### config.mk
export PLATFORM = sky130hd
export DESIGN_NAME = memory_arbiter
export DESIGN_NICKNAME = d
export VERILOG_FILES = /design/src/rtl/cpu_types_pkg.sv /design/src/rtl/memory_arbiter_stats.sv /design/src/rtl/memory_arbiter.sv
export SDC_FILE = /design/constraint.sdc
export NUM_CORES = 1
export LEC_CHECK = 0
export BUFFER_PORTS_ARGS = -buffer_cell sky130_fd_sc_hd__buf_4
export CAP_MARGIN = 40
export CORE_MARGIN = 8
export CORE_UTILIZATION = 48
export DETAILED_ROUTE_END_ITERATION = 12
export PLACE_DENSITY = 0.89
export SLEW_MARGIN = 25
export SYNTH_ARGS = -nofsm -noshare
export SYNTH_HDL_FRONTEND = slang
export SYNTH_SLANG_ARGS = --single-unit
### constraint.sdc
create_clock -name CLK -period 5.28 [get_ports CLK]
set_input_delay 1.056 -clock CLK [delete_from_list [all_inputs] [get_ports CLK]]
set_output_delay 1.056 -clock CLK [all_outputs]
set_load 0.05 [all_outputs]
### src/rtl/cpu_types_pkg.sv
`default_nettype none
// ============================================================================
// Module      : cpu_types_pkg
// Description : Shared CPU types: RAM status codes, memory arbiter FSM states
//               and the arbiter's last-grant marker.
// Revision    : 1.0 - initial release
// ============================================================================
package cpu_types_pkg;

  // RAM status as reported by the memory on its ramstate lines
  typedef enum logic [1:0] {
    FREE   = 2'd0,
    BUSY   = 2'd1,
    ACCESS = 2'd2,
    ERROR  = 2'd3
  } ramstate_t;

  // Memory arbiter FSM states
  typedef enum logic [1:0] {
    IDLE = 2'd0,
    IACC = 2'd1,
    DACC = 2'd2
  } arb_state_t;

  // Which requester completed the most recent access
  typedef enum logic {
    INSTR = 1'b0,
    DATA  = 1'b1
  } grant_t;

  localparam int STAT_W = 32;

endpackage
`default_nettype wire

### src/rtl/memory_arbiter_stats.sv
`default_nettype none
// ============================================================================
// Module      : memory_arbiter_stats
// Description : Free-running hit and stall counters for memory_arbiter.
//               Present only when MEM_ARB_STATS_EN is defined.
// Revision    : 1.0 - initial release
// ============================================================================
module memory_arbiter_stats
  import cpu_types_pkg::*;
(
  input  logic              CLK,
  input  logic              RST,
  input  logic              ihit,
  input  logic              dhit,
  input  logic              active,
  output logic [STAT_W-1:0] icount,
  output logic [STAT_W-1:0] dcount,
  output logic [STAT_W-1:0] stallcount
);

  // Count completed accesses and cycles spent waiting with a request pending
  always_ff @(posedge CLK or posedge RST) begin
    if (RST) begin
      icount     <= '0;
      dcount     <= '0;
      stallcount <= '0;
    end else begin
      if (ihit) icount <= icount + 1'b1;
      if (dhit) dcount <= dcount + 1'b1;
      if (active && !ihit && !dhit) stallcount <= stallcount + 1'b1;
    end
  end

endmodule
`default_nettype wire

### src/rtl/memory_arbiter.sv
`default_nettype none
// ============================================================================
// Module      : memory_arbiter
// Description : Single-port RAM arbiter between instruction fetch and data
//               memory access. Serialises both requesters onto one RAM port,
//               alternating on contention, and returns one-cycle hit pulses
//               with registered load data.
//               Optional statistics counters: define MEM_ARB_STATS_EN.
// Revision    : 1.0 - initial release
// ============================================================================
module memory_arbiter
  import cpu_types_pkg::*;
#(
  parameter int ADDR_W = 32,
  parameter int DATA_W = 32
) (
  input  logic              CLK,
  input  logic              RST,
  input  logic              halt,
  input  logic              iREN,
  input  logic [ADDR_W-1:0] iaddr,
  output logic              ihit,
  output logic [DATA_W-1:0] iload,
  input  logic              dREN,
  input  logic              dWEN,
  input  logic [ADDR_W-1:0] daddr,
  input  logic [DATA_W-1:0] dstore,
  output logic              dhit,
  output logic [DATA_W-1:0] dload,
  output logic              ramREN,
  output logic              ramWEN,
  output logic [ADDR_W-1:0] ramaddr,
  output logic [DATA_W-1:0] ramstore,
  input  logic [DATA_W-1:0] ramload,
  input  logic [1:0]        ramstate
`ifdef MEM_ARB_STATS_EN
  ,
  output logic [STAT_W-1:0] icount,
  output logic [STAT_W-1:0] dcount,
  output logic [STAT_W-1:0] stallcount
`endif
);

  arb_state_t state;
  grant_t     last_grant;
  ramstate_t  ram_st;
  logic       dreq;
  logic       ireq;
  logic       pick_data;

  assign ram_st = ramstate_t'(ramstate);
  assign dreq   = dREN | dWEN;
  assign ireq   = iREN & ~halt;

  // On contention data goes first unless it won the previous access
  assign pick_data = dreq & (~ireq | (last_grant == INSTR));

  // Arbitration FSM; strobes, address and write data are registered at grant
  // and held until the RAM reports ACCESS or ERROR
  always_ff @(posedge CLK or posedge RST) begin
    if (RST) begin
      state      <= IDLE;
      last_grant <= INSTR;
      ihit       <= 1'b0;
      dhit       <= 1'b0;
      iload      <= '0;
      dload      <= '0;
      ramREN     <= 1'b0;
      ramWEN     <= 1'b0;
      ramaddr    <= '0;
      ramstore   <= '0;
    end else begin
      ihit <= 1'b0;
      dhit <= 1'b0;
      case (state)
        IDLE: begin
          if (pick_data) begin
            state   <= DACC;
            ramaddr <= daddr;
            if (dWEN) begin
              ramWEN   <= 1'b1;
              ramstore <= dstore;
            end else begin
              ramREN <= 1'b1;
            end
          end else if (ireq) begin
            state   <= IACC;
            ramaddr <= iaddr;
            ramREN  <= 1'b1;
          end
        end
        IACC: begin
          if (ram_st == ACCESS) begin
            iload      <= ramload;
            ihit       <= 1'b1;
            last_grant <= INSTR;
            ramREN     <= 1'b0;
            state      <= IDLE;
          end else if (ram_st == ERROR) begin
            // Abandon without a hit; a held request is simply re-arbitrated
            ramREN <= 1'b0;
            state  <= IDLE;
          end
        end
        DACC: begin
          if (ram_st == ACCESS) begin
            if (!ramWEN) dload <= ramload;
            dhit       <= 1'b1;
            last_grant <= DATA;
            ramREN     <= 1'b0;
            ramWEN     <= 1'b0;
            state      <= IDLE;
          end else if (ram_st == ERROR) begin
            ramREN <= 1'b0;
            ramWEN <= 1'b0;
            state  <= IDLE;
          end
        end
        default: begin
          ramREN <= 1'b0;
          ramWEN <= 1'b0;
          state  <= IDLE;
        end
      endcase
    end
  end

`ifdef MEM_ARB_STATS_EN
  memory_arbiter_stats u_stats (
    .CLK        (CLK),
    .RST        (RST),
    .ihit       (ihit),
    .dhit       (dhit),
    .active     (iREN | dREN | dWEN),
    .icount     (icount),
    .dcount     (dcount),
    .stallcount (stallcount)
  );
`endif

endmodule
`default_nettype wire

==> results of run 1 <==
-- worst reg2reg max path: cells and delay by family (launching register included) --
family | cells | cell delay [ns]
buffers and inverters | 3 | 0.69
DFF | 1 | 0.38
adders and majority gates | 1 | 0.16
and+or+nand+nor | 2 | 0.44
muxes | 1 | 0.36
-- cells in the mapped netlist, drive strengths merged, types with 2 or more instances --
library cell	count
inv	40
nand2b	2
o221a	32
ha	3
o21ai	66
nand2	3
buf	25
a22oi	33
nand3b	3
mux2	96
nor2	3
clkbuf	16
dfrtp	135
-- power breakdown --
| group | switching [uW] | internal (uW) | total (uW) |
|---|---|---|---|
| clock network | 439 | 703 | 1140 |
| registers | 291 | 1550 | 1840 |
| logic | 2610 | 1290 | 3900 |
| total | 3340 | 3540 | 6880 |
-- cell type report --
cell class,count,share of cell area [%]
Sequential cell,135,38.3
Multi-Input combinational cell,252,26.7
Timing Repair Buffer,279,24.3
Clock buffer,19,5.02
Tap cell,172,2.44
Inverter,40,1.76
Clock inverter,11,1.45
-- per-layer routing --
metal	vias up	track usage, %	routed length (um)
met1	2399	22.4	6270
met5	-	0	0
met4	0	7.81	334
li1	2218	-	-
met3	24	10.5	2260
met2	242	37.3	9240
-- sequential cells by signal (all words and copies together) (netlist names), 2 cells and up --
name,cells
iload,32
ramaddr,32
ramstore,32
state,2
dload,32
-- through the flow --
stage / cell area [um2] / hold slack [ns] / std cells
global placement: 8170 / 0.468 / 874
finish: 8820 / 0.485 / 908
CTS: 8770 / 0.489 / 905
floorplan: 6150 / 0.485 / 468
detailed placement: 8200 / 0.476 / 875
global route: 8820 / 0.508 / 908
-- how the worst max path moves through the flow --
| stage | end | slack (ns) |
|---|---|---|
| after floorplan | dhit$_DFF_PP0_ | 0.61 |
| after global placement | ramaddr[28]$_DFFE_PP0P_ | 2.23 |
| after detailed placement | ramstore[12]$_DFFE_PP0P_ | 2.39 |
| after CTS | ramstore[12]$_DFFE_PP0P_ | 2.82 |
| after global routing | ramaddr[4]$_DFFE_PP0P_ | 2.80 |
| final | ramaddr[8]$_DFFE_PP0P_ | 2.87 |
-- cell families (layout without fill, tap and decap cells) --
| family | after synthesis | after routing | share of synthesized area, % |
|---|---|---|---|
| simple gates | 16 | 16 | 1.63 |
| mux | 96 | 96 | 17.6 |
| compound gates | 137 | 137 | 18.4 |
| fa+ha+maj | 3 | 3 | 0.610 |
| flops | 135 | 135 | 54.9 |
| buf+inv | 81 | 349 | 6.89 |
==> results.yml, run 1 <==
cts:
  cts-htree-levels: 4
  clock_tree_from_tritoncts: "built"
  clock_tree.buffer_depth: 2
  cts_setup_buffers: 0
  worst_setup_hold_path_clk_slew_ns: 0.06
  cts_num_sinks: 135
  postCtsHoldBufs: 0
  clk-insertion-delay-late_ns: 0.41
  cts_made_buffers: 17
  post_cts_resize_count: 0
  clk_root_buffer_cell: "sky130_fd_sc_hd__clkbuf_16"
worst_setup_path:
  crit_cells: 6
  critPathKind: "in -> reg"
  worst-endpoint-arrival_ns: 2.69
  buffers_inverters_on_critical_path: 3
  ff2ff_path_depth: 7
  worstSetupStartpointType: "input pin"
  worst_setup_path_end_kind: "flop"
  critical_path.reg2reg.startpoint: "state[0]$_DFFE_PP0P_"
  critPathMaxFanout: 37
  timing.critical_path.slowest_stage_cell: "sky130_fd_sc_hd__o21ai_4"
  cpPeakStageDelay_ns: 0.59
  worstPathRequired_ns: 5.56
  cp_cell_sequence: "buf_4, or2_1, buf_4, o21ai_4, buf_16, a22oi_2"
  cp_delay_by_family_top: "buffers and inverters"
  worst_path_most_repeated_cell: "sky130_fd_sc_hd__buf_4"
  crit-reg2reg-capture: "ramstore[19]$_DFFE_PP0P_"
  r2r_setup_slack_ns: 3.13
  crit_path_start: "dWEN"
yosys:
  yosysUniqueCellTypes: 34
  postSynthCellCount: 468
  yosys_most_used_dff: "sky130_fd_sc_hd__dfrtp_1"
  post_synth_main_area_contributors: "sky130_fd_sc_hd__dfrtp_1 (55%), sky130_fd_sc_hd__mux2_2 (11%), sky130_fd_sc_hd__mux2_1 (7.0%)"
  synth_nets: 607
  synth.cell_area_um2: 6150
  yosys_warnings: 0
  synth_edf_count: 0
  postSynthRegisterBits: 135
  synth.avg_cell_area_um2: 13.2
  async_flop_share_pct: 100
  netlist.area_leader.share_pct: 54.9
  synth_top_cell_by_area: "sky130_fd_sc_hd__dfrtp_1"
  ys_seq_area_share_pct: 54.9
hold_path:
  holdCritStartpoint: "ramstore[6]$_DFFE_PP0P_"
  hold_end: "ramstore[6]$_DFFE_PP0P_"
  number_of_stages_on_the_worst_hold_path: 1
  hold_crit_class: "reg -> reg"
final_layout:
  layout.area.seq_um2: 3380
  area_overhead_vs_synth_pct: 43.4
  layout.cells.most_common: "sky130_fd_sc_hd__buf_4"
  fin_util_pct: 70.2
  mostFrequentLayoutCells: "sky130_fd_sc_hd__buf_4 (275), sky130_fd_sc_hd__dfrtp_1 (135), sky130_fd_sc_hd__o21ai_0 (64), sky130_fd_sc_hd__mux2_2 (58), sky130_fd_sc_hd__inv_1 (39)"
  final_layout_size_suffix_gt1_share_pct: 54.9
  antenna_cells_inserted: 0
  fillCellCount: 893
  total_area_of_multi_input_combinational_cells_um2: 2360
  fin_nets: 864
sta:
  maxSlewViolCount: 0
  timing.final.crit_share_pct: 45.7
  final-setup-viol-count: 0
  worst-slew-pin-transition_ns: 0.683
  clock.fmax_mhz: 414
  fin_tns_setup_ns: 0
  postLayoutSetupSlackWorst_ns: 2.87
  rel_slew_slack_pct: 54.3
  final.setup_skew_ns: 0.00430
  post-route-min-period_ns: 2.41
  timing.final.hold_violations: 0
  unrepaired_setup_endpoints_after_global_routing: "no"
floorplan:
  initial_core_util_pct: 49.0
  die-area_um2: 16700
  die_span_x_um: 129
  ios: 268
  core_area_um2: 12600
  placement_rows: 41
  die_height_um: 129
route:
  post_drt_via_cell_ratio: 5.38
  antenna_violating_nets_post_route: 0
  drt_pre_antenna_iters: 5
  drc_errors: 0
  drt_wl_total_um: 18100
  routedWlPerCell_um: 20.0
  initialDrtViolationCount: 339
  via_total_after_detailed_routing: 4883
global_routing:
  antenna_found_initial: 0
  grt_use_total_pct: 21.6
  maximum_number_of_pins_on_one_net_before_global_route_repair: 83
  first_global_vias: 5264
  global_route.overflow_total: 0
  global_route_wire_length_before_repair_um: 27700
power:
  leak_pwr_uw: 0.00423
  finalPower_uw: 6880
  max-vdd-ir-drop_uv: 562
  pwr_per_cell_area_nw_per_um2: 780
outcome:
  status: "finished, final reports clean"
place:
  gp_congestion: 0.850
  dp_hpwl_um: 13500
  place_worst_setup_slack_ns: 2.39
  buffer_ports.inserted: 267
job:
  cap_violations: 0
Power figures use the tool's default switching activity.
==> inputs of run 2 (changes only) <==
--- a/config.mk
+++ b/config.mk
@@ -8,9 +8,9 @@
 export BUFFER_PORTS_ARGS = -buffer_cell sky130_fd_sc_hd__buf_4
 export CAP_MARGIN = 40
 export CORE_MARGIN = 8
-export CORE_UTILIZATION = 48
+export CORE_UTILIZATION = 43
 export DETAILED_ROUTE_END_ITERATION = 12
-export PLACE_DENSITY = 0.89
+export PLACE_DENSITY = 0.84
 export SLEW_MARGIN = 25
 export SYNTH_ARGS = -nofsm -noshare
 export SYNTH_HDL_FRONTEND = slang
==> constraint.sdc (replaced) <==
create_clock -name CLK -period 2 [get_ports CLK]
set_input_delay 0.4 -clock CLK [delete_from_list [all_inputs] [get_ports CLK]]
set_output_delay 0.4 -clock CLK [all_outputs]
set_load 0.05 [all_outputs]
==> results.yml, run 2 (synthesis gave the netlist of run 1 again) <==
outcome:
  status: "finished, final reports clean"
global_routing:
  global_route.overflow_total: 0
  maximum_number_of_pins_on_one_net_before_global_route_repair: 89
  antenna_found_initial: 0
  grt_use_total_pct: 19.8
  global_route_wire_length_before_repair_um: 28600
  first_global_vias: 5445
job:
  cap_violations: 0
worst_setup_path:
  critPathKind: "reg -> reg"
  worstPathRequired_ns: 2.28
  worst-endpoint-arrival_ns: 2.14
  worst_setup_path_end_kind: "flop"
  crit_path_start: "state[0]$_DFFE_PP0P_"
  critical_path.reg2reg.startpoint: "state[0]$_DFFE_PP0P_"
  worstSetupStartpointType: "flop"
  critPathMaxFanout: 32
power:
  max-vdd-ir-drop_uv: 1700
  leak_pwr_uw: 0.00428
  pwr_per_cell_area_nw_per_um2: 2070
sta:
  fin_tns_setup_ns: 0
  rel_slew_slack_pct: 59.2
  post-route-min-period_ns: 1.85
  final-setup-viol-count: 0
  final.setup_skew_ns: 0.00638
  clock.fmax_mhz: 540
  timing.final.hold_violations: 0
  worst-slew-pin-transition_ns: 0.609
  unrepaired_setup_endpoints_after_global_routing: "no"
  timing.final.crit_share_pct: 92.6
  maxSlewViolCount: 0
floorplan:
  die-area_um2: 18400
  core_area_um2: 13900
  die_height_um: 136
  die_span_x_um: 136
  ios: 268
  initial_core_util_pct: 44.2
  placement_rows: 43
cts:
  cts-htree-levels: 4
  cts_num_sinks: 135
  clock_tree_from_tritoncts: "built"
  clk_root_buffer_cell: "sky130_fd_sc_hd__clkbuf_16"
  clock_tree.buffer_depth: 2
  worst_setup_hold_path_clk_slew_ns: 0.06
  clk-insertion-delay-late_ns: 0.41
  postCtsHoldBufs: 0
  cts_setup_buffers: 0
  cts_made_buffers: 17
  post_cts_resize_count: 0
route:
  initialDrtViolationCount: 265
  drt_wl_total_um: 18300
  drt_pre_antenna_iters: 4
  drc_errors: 0
  post_drt_via_cell_ratio: 5.32
  via_total_after_detailed_routing: 4914
  routedWlPerCell_um: 19.8
  antenna_violating_nets_post_route: 0
place:
  dp_hpwl_um: 13600
  buffer_ports.inserted: 267
  gp_congestion: 0.855
hold_path:
  hold_crit_class: "in -> async"
final_layout:
  fin_util_pct: 64.3
  mostFrequentLayoutCells: "sky130_fd_sc_hd__buf_4 (280), sky130_fd_sc_hd__dfrtp_1 (135), sky130_fd_sc_hd__o21ai_0 (64), sky130_fd_sc_hd__mux2_2 (58), sky130_fd_sc_hd__inv_1 (39)"
  fillCellCount: 1051
  final_layout_size_suffix_gt1_share_pct: 55.3
  layout.area.seq_um2: 3380
  antenna_cells_inserted: 0
  fin_nets: 869
  total_area_of_multi_input_combinational_cells_um2: 2370
  area_overhead_vs_synth_pct: 45.5
  layout.cells.most_common: "sky130_fd_sc_hd__buf_4"
## run 2: cell types whose count changed in the layout (fill, tap and decap cells not counted), moves of 2 or more
cell | previous run | this run
sky130_fd_sc_hd__clkinv_4 | 3 | 1
sky130_fd_sc_hd__clkbuf_8 | 1 | 3
sky130_fd_sc_hd__buf_12 | 1 | 3
sky130_fd_sc_hd__buf_4 | 275 | 280
sky130_fd_sc_hd__bufinv_16 | 2 | 4
## run 2: stage by stage
stage	area (um2)	total power (uW)	std cells	hold slack, ns	setup slack [ns]
after floorplan	6160	12000	468	0.485	-0.0792
after global placement	8290	14900	890	0.469	-0.0596
after detailed placement	8310	15300	891	0.482	0.139
after CTS	8950	18700	923	0.149	0.145
after global routing	8950	19300	923	0.183	0.0643
final	8950	18500	923	0.151	0.148
## run 2: area by class of cell
class	instances	share of cell area (%)
Sequential cell	135	37.7
Multi-Input combinational cell	252	26.4
Timing Repair Buffer	284	24.5
Clock buffer	22	5.30
Tap cell	180	2.52
Clock inverter	10	1.86
Inverter	40	1.72
## run 2: worst paths after layout
path | endpoint | slack (ns) | cells past startpoint
worst max-delay path | ramstore[25]$_DFFE_PP0P_ | 0.15 | 6
worst min-delay path | dload[13]$_DFFE_PP0P_ | 0.15 | 3
worst max register to register | ramstore[25]$_DFFE_PP0P_ | 0.15 | 6
worst min register to register | ramstore[29]$_DFFE_PP0P_ | 0.49 | 1
max in group asynchronous | ramaddr[11]$_DFFE_PP0P_ | 1.40 | 3
min in group CLK | ramstore[27]$_DFFE_PP0P_ | 0.20 | 2
## run 2: power by group
group	leakage [uW]	internal, uW	total, uW	switching, uW
sequential	0.00161	4090	4870	784
clock	0.000307	2190	3330	1130
combinational	0.00236	3440	10300	6860
## run 2: critical path, stage by stage (launching register included)
cell	delay, ns
sky130_fd_sc_hd__dfrtp_1	0.39
sky130_fd_sc_hd__inv_1	0.12
sky130_fd_sc_hd__ha_1	0.35
sky130_fd_sc_hd__nand2_1	0.16
sky130_fd_sc_hd__nor2_4	0.13
sky130_fd_sc_hd__buf_12	0.21
sky130_fd_sc_hd__mux2_1	0.36
## run 2: metal layers
layer	share of wire (%)	vias to the layer above	GRT usage [%]
met5	0	-	0
met4	2.4	0	9.19
met3	11	34	8.05
met2	51	217	33.4
met1	36	2431	21.2
li1	-	2232	-
==> inputs of run 3 (changes only) <==
--- a/config.mk
+++ b/config.mk
@@ -11,6 +11,7 @@
 export CORE_UTILIZATION = 43
 export DETAILED_ROUTE_END_ITERATION = 12
 export PLACE_DENSITY = 0.84
+export RECOVER_POWER = 50
 export SLEW_MARGIN = 25
 export SYNTH_ARGS = -nofsm -noshare
 export SYNTH_HDL_FRONTEND = slang
==> results.yml, run 3 (synthesis gave the netlist of run 1 again) <==
outcome:
  status: "finished, final reports clean"
place:
  buffer_ports.inserted: 267
  gp_congestion: 0.855
  dp_hpwl_um: 13600
  dpl-instance-area_um2: 8310
  placed_cells_incl_taps: 891
sta:
  timing.hold.ws_ns: 0.205
  final.setup_skew_ns: 0.00562
  timing.final.hold_violations: 0
  post-route-min-period_ns: 1.85
  timing.final.crit_share_pct: 92.6
  unrepaired_setup_endpoints_after_global_routing: "no"
  final-setup-viol-count: 0
  rel_slew_slack_pct: 21.0
  clock.fmax_mhz: 540
  worst-slew-pin-transition_ns: 1.19
  maxSlewViolCount: 0
global_routing:
  global_route_wire_length_before_repair_um: 28600
  maximum_number_of_pins_on_one_net_before_global_route_repair: 89
  global_route.overflow_total: 0
  grt_use_total_pct: 19.8
  antenna_found_initial: 0
  first_global_vias: 5445
cts:
  cts_made_buffers: 17
  cts-htree-levels: 4
  clock_tree_from_tritoncts: "built"
  post_cts_resize_count: 0
  clk_root_buffer_cell: "sky130_fd_sc_hd__clkbuf_16"
  cts_num_sinks: 135
  cts_setup_buffers: 0
  worst_setup_hold_path_clk_slew_ns: 0.06
  clk-insertion-delay-late_ns: 0.41
  postCtsHoldBufs: 0
  clock_tree.buffer_depth: 2
final_layout:
  layout.cells.most_common: "sky130_fd_sc_hd__buf_4"
  antenna_cells_inserted: 0
  fin_nets: 869
  mostFrequentLayoutCells: "sky130_fd_sc_hd__buf_4 (215), sky130_fd_sc_hd__dfrtp_1 (135), sky130_fd_sc_hd__clkbuf_1 (65), sky130_fd_sc_hd__o21ai_0 (64), sky130_fd_sc_hd__mux2_2 (58)"
  fin_cells: 923
  final_layout_size_suffix_gt1_share_pct: 46.8
  post-route-cell-area_um2: 8700
  area_overhead_vs_synth_pct: 41.3
  fin_util_pct: 62.4
worst_setup_path:
  crit-reg2reg-capture: "ramstore[25]$_DFFE_PP0P_"
  r2r_setup_slack_ns: 0.15
  worstSetupStartpointType: "flop"
  worst_setup_path_end_kind: "flop"
  critPathMaxFanout: 32
  worstPathRequired_ns: 2.28
  worst-endpoint-arrival_ns: 2.14
  worst_setup_path_endpoint: "ramstore[25]$_DFFE_PP0P_"
  critical_path.reg2reg.startpoint: "state[0]$_DFFE_PP0P_"
  crit_path_start: "state[0]$_DFFE_PP0P_"
  critPathKind: "reg -> reg"
  ff2ff_path_depth: 6
floorplan:
  initial_core_util_pct: 44.2
  placement_rows: 43
  core_area_um2: 13900
  die_span_x_um: 136
  ios: 268
  die_height_um: 136
  die-area_um2: 18400
hold_path:
  hold_crit_class: "in -> reg"
  number_of_stages_on_the_worst_hold_path: 2
route:
  routedWlPerCell_um: 19.8
  antenna_violating_nets_post_route: 0
  drt_pre_antenna_iters: 6
  via_total_after_detailed_routing: 4928
  post_drt_via_cell_ratio: 5.34
  drc_errors: 0
  drt_wl_total_um: 18300
  initialDrtViolationCount: 269
job:
  cap_violations: 0
power:
  finalPower_uw: 17900
  max-vdd-ir-drop_uv: 1640
  leak_pwr_uw: 0.00404
  pwr_per_cell_area_nw_per_um2: 2060
[run 3: cell count changes in the layout (fill, tap and decap cells not counted)]
| cell | previous run | this run |
|---|---|---|
| sky130_fd_sc_hd__clkbuf_4 | 0 | 2 |
| sky130_fd_sc_hd__clkinvlp_4 | 3 | 2 |
| sky130_fd_sc_hd__buf_12 | 3 | 2 |
| sky130_fd_sc_hd__clkbuf_1 | 2 | 65 |
| sky130_fd_sc_hd__clkbuf_2 | 0 | 1 |
| sky130_fd_sc_hd__clkinvlp_2 | 0 | 1 |
| sky130_fd_sc_hd__buf_4 | 280 | 215 |
[run 3: layer usage]
| layer | part of all wire (%) | global-route usage [%] | vias up |
|---|---|---|---|
| met5 | 0 | 0 | - |
| met4 | 2.8 | 9.19 | 0 |
| met3 | 11 | 8.05 | 38 |
| met2 | 51 | 33.4 | 224 |
| met1 | 35 | 21.2 | 2430 |
| li1 | - | - | 2236 |
[run 3: worst max-delay path, cell delays in order, from the launching register on]
cell and delay, ns:
sky130_fd_sc_hd__dfrtp_1 0.39, sky130_fd_sc_hd__inv_1 0.12, sky130_fd_sc_hd__ha_1 0.35, sky130_fd_sc_hd__nand2_1 0.16
sky130_fd_sc_hd__nor2_4 0.13, sky130_fd_sc_hd__buf_12 0.21, sky130_fd_sc_hd__mux2_1 0.36
[run 3: layout make-up]
type                            count  area, um2
Tap cell                          180        225
Timing Repair Buffer              284       1940
Clock buffer                       22        474
Clock inverter                     10        166
Inverter                           40        151
Fill cell                        1116       5240
Sequential cell                   135       3380
Multi-Input combinational cell    252       2370
[run 3: stage by stage]
stage / TNS (ns) / setup WS [ns]
6_report: 0 / 0.148
4_1_cts: 0 / 0.145
3_5_place_dp: 0 / 0.139
5_1_grt: 0 / 0.0643
2_1_floorplan: -10.69 / -0.0792
3_3_place_gp: -0.728 / -0.0596
[run 3: worst min-delay path by stage]
stage	slack [ns]	endpoint	from
floorplan	0.48	last_grant$_DFFE_PP0P_	last_grant$_DFFE_PP0P_
detailed placement	0.48	ramstore[8]$_DFFE_PP0P_	ramstore[8]$_DFFE_PP0P_
global placement	0.47	ramstore[20]$_DFFE_PP0P_	ramstore[20]$_DFFE_PP0P_
global route	0.18	ramstore[23]$_DFFE_PP0P_	dstore[23]
CTS	0.15	dhit$_DFF_PP0_	RST
finish	0.20	ramstore[27]$_DFFE_PP0P_	dstore[27]
[run 3: power breakdown]
part           total (uW)  internal (uW)  switching, uW
Clock                3330           2190           1130
Combinational        9760           2900           6870
Sequential           4860           4090            767
Total               17900           9180           8770
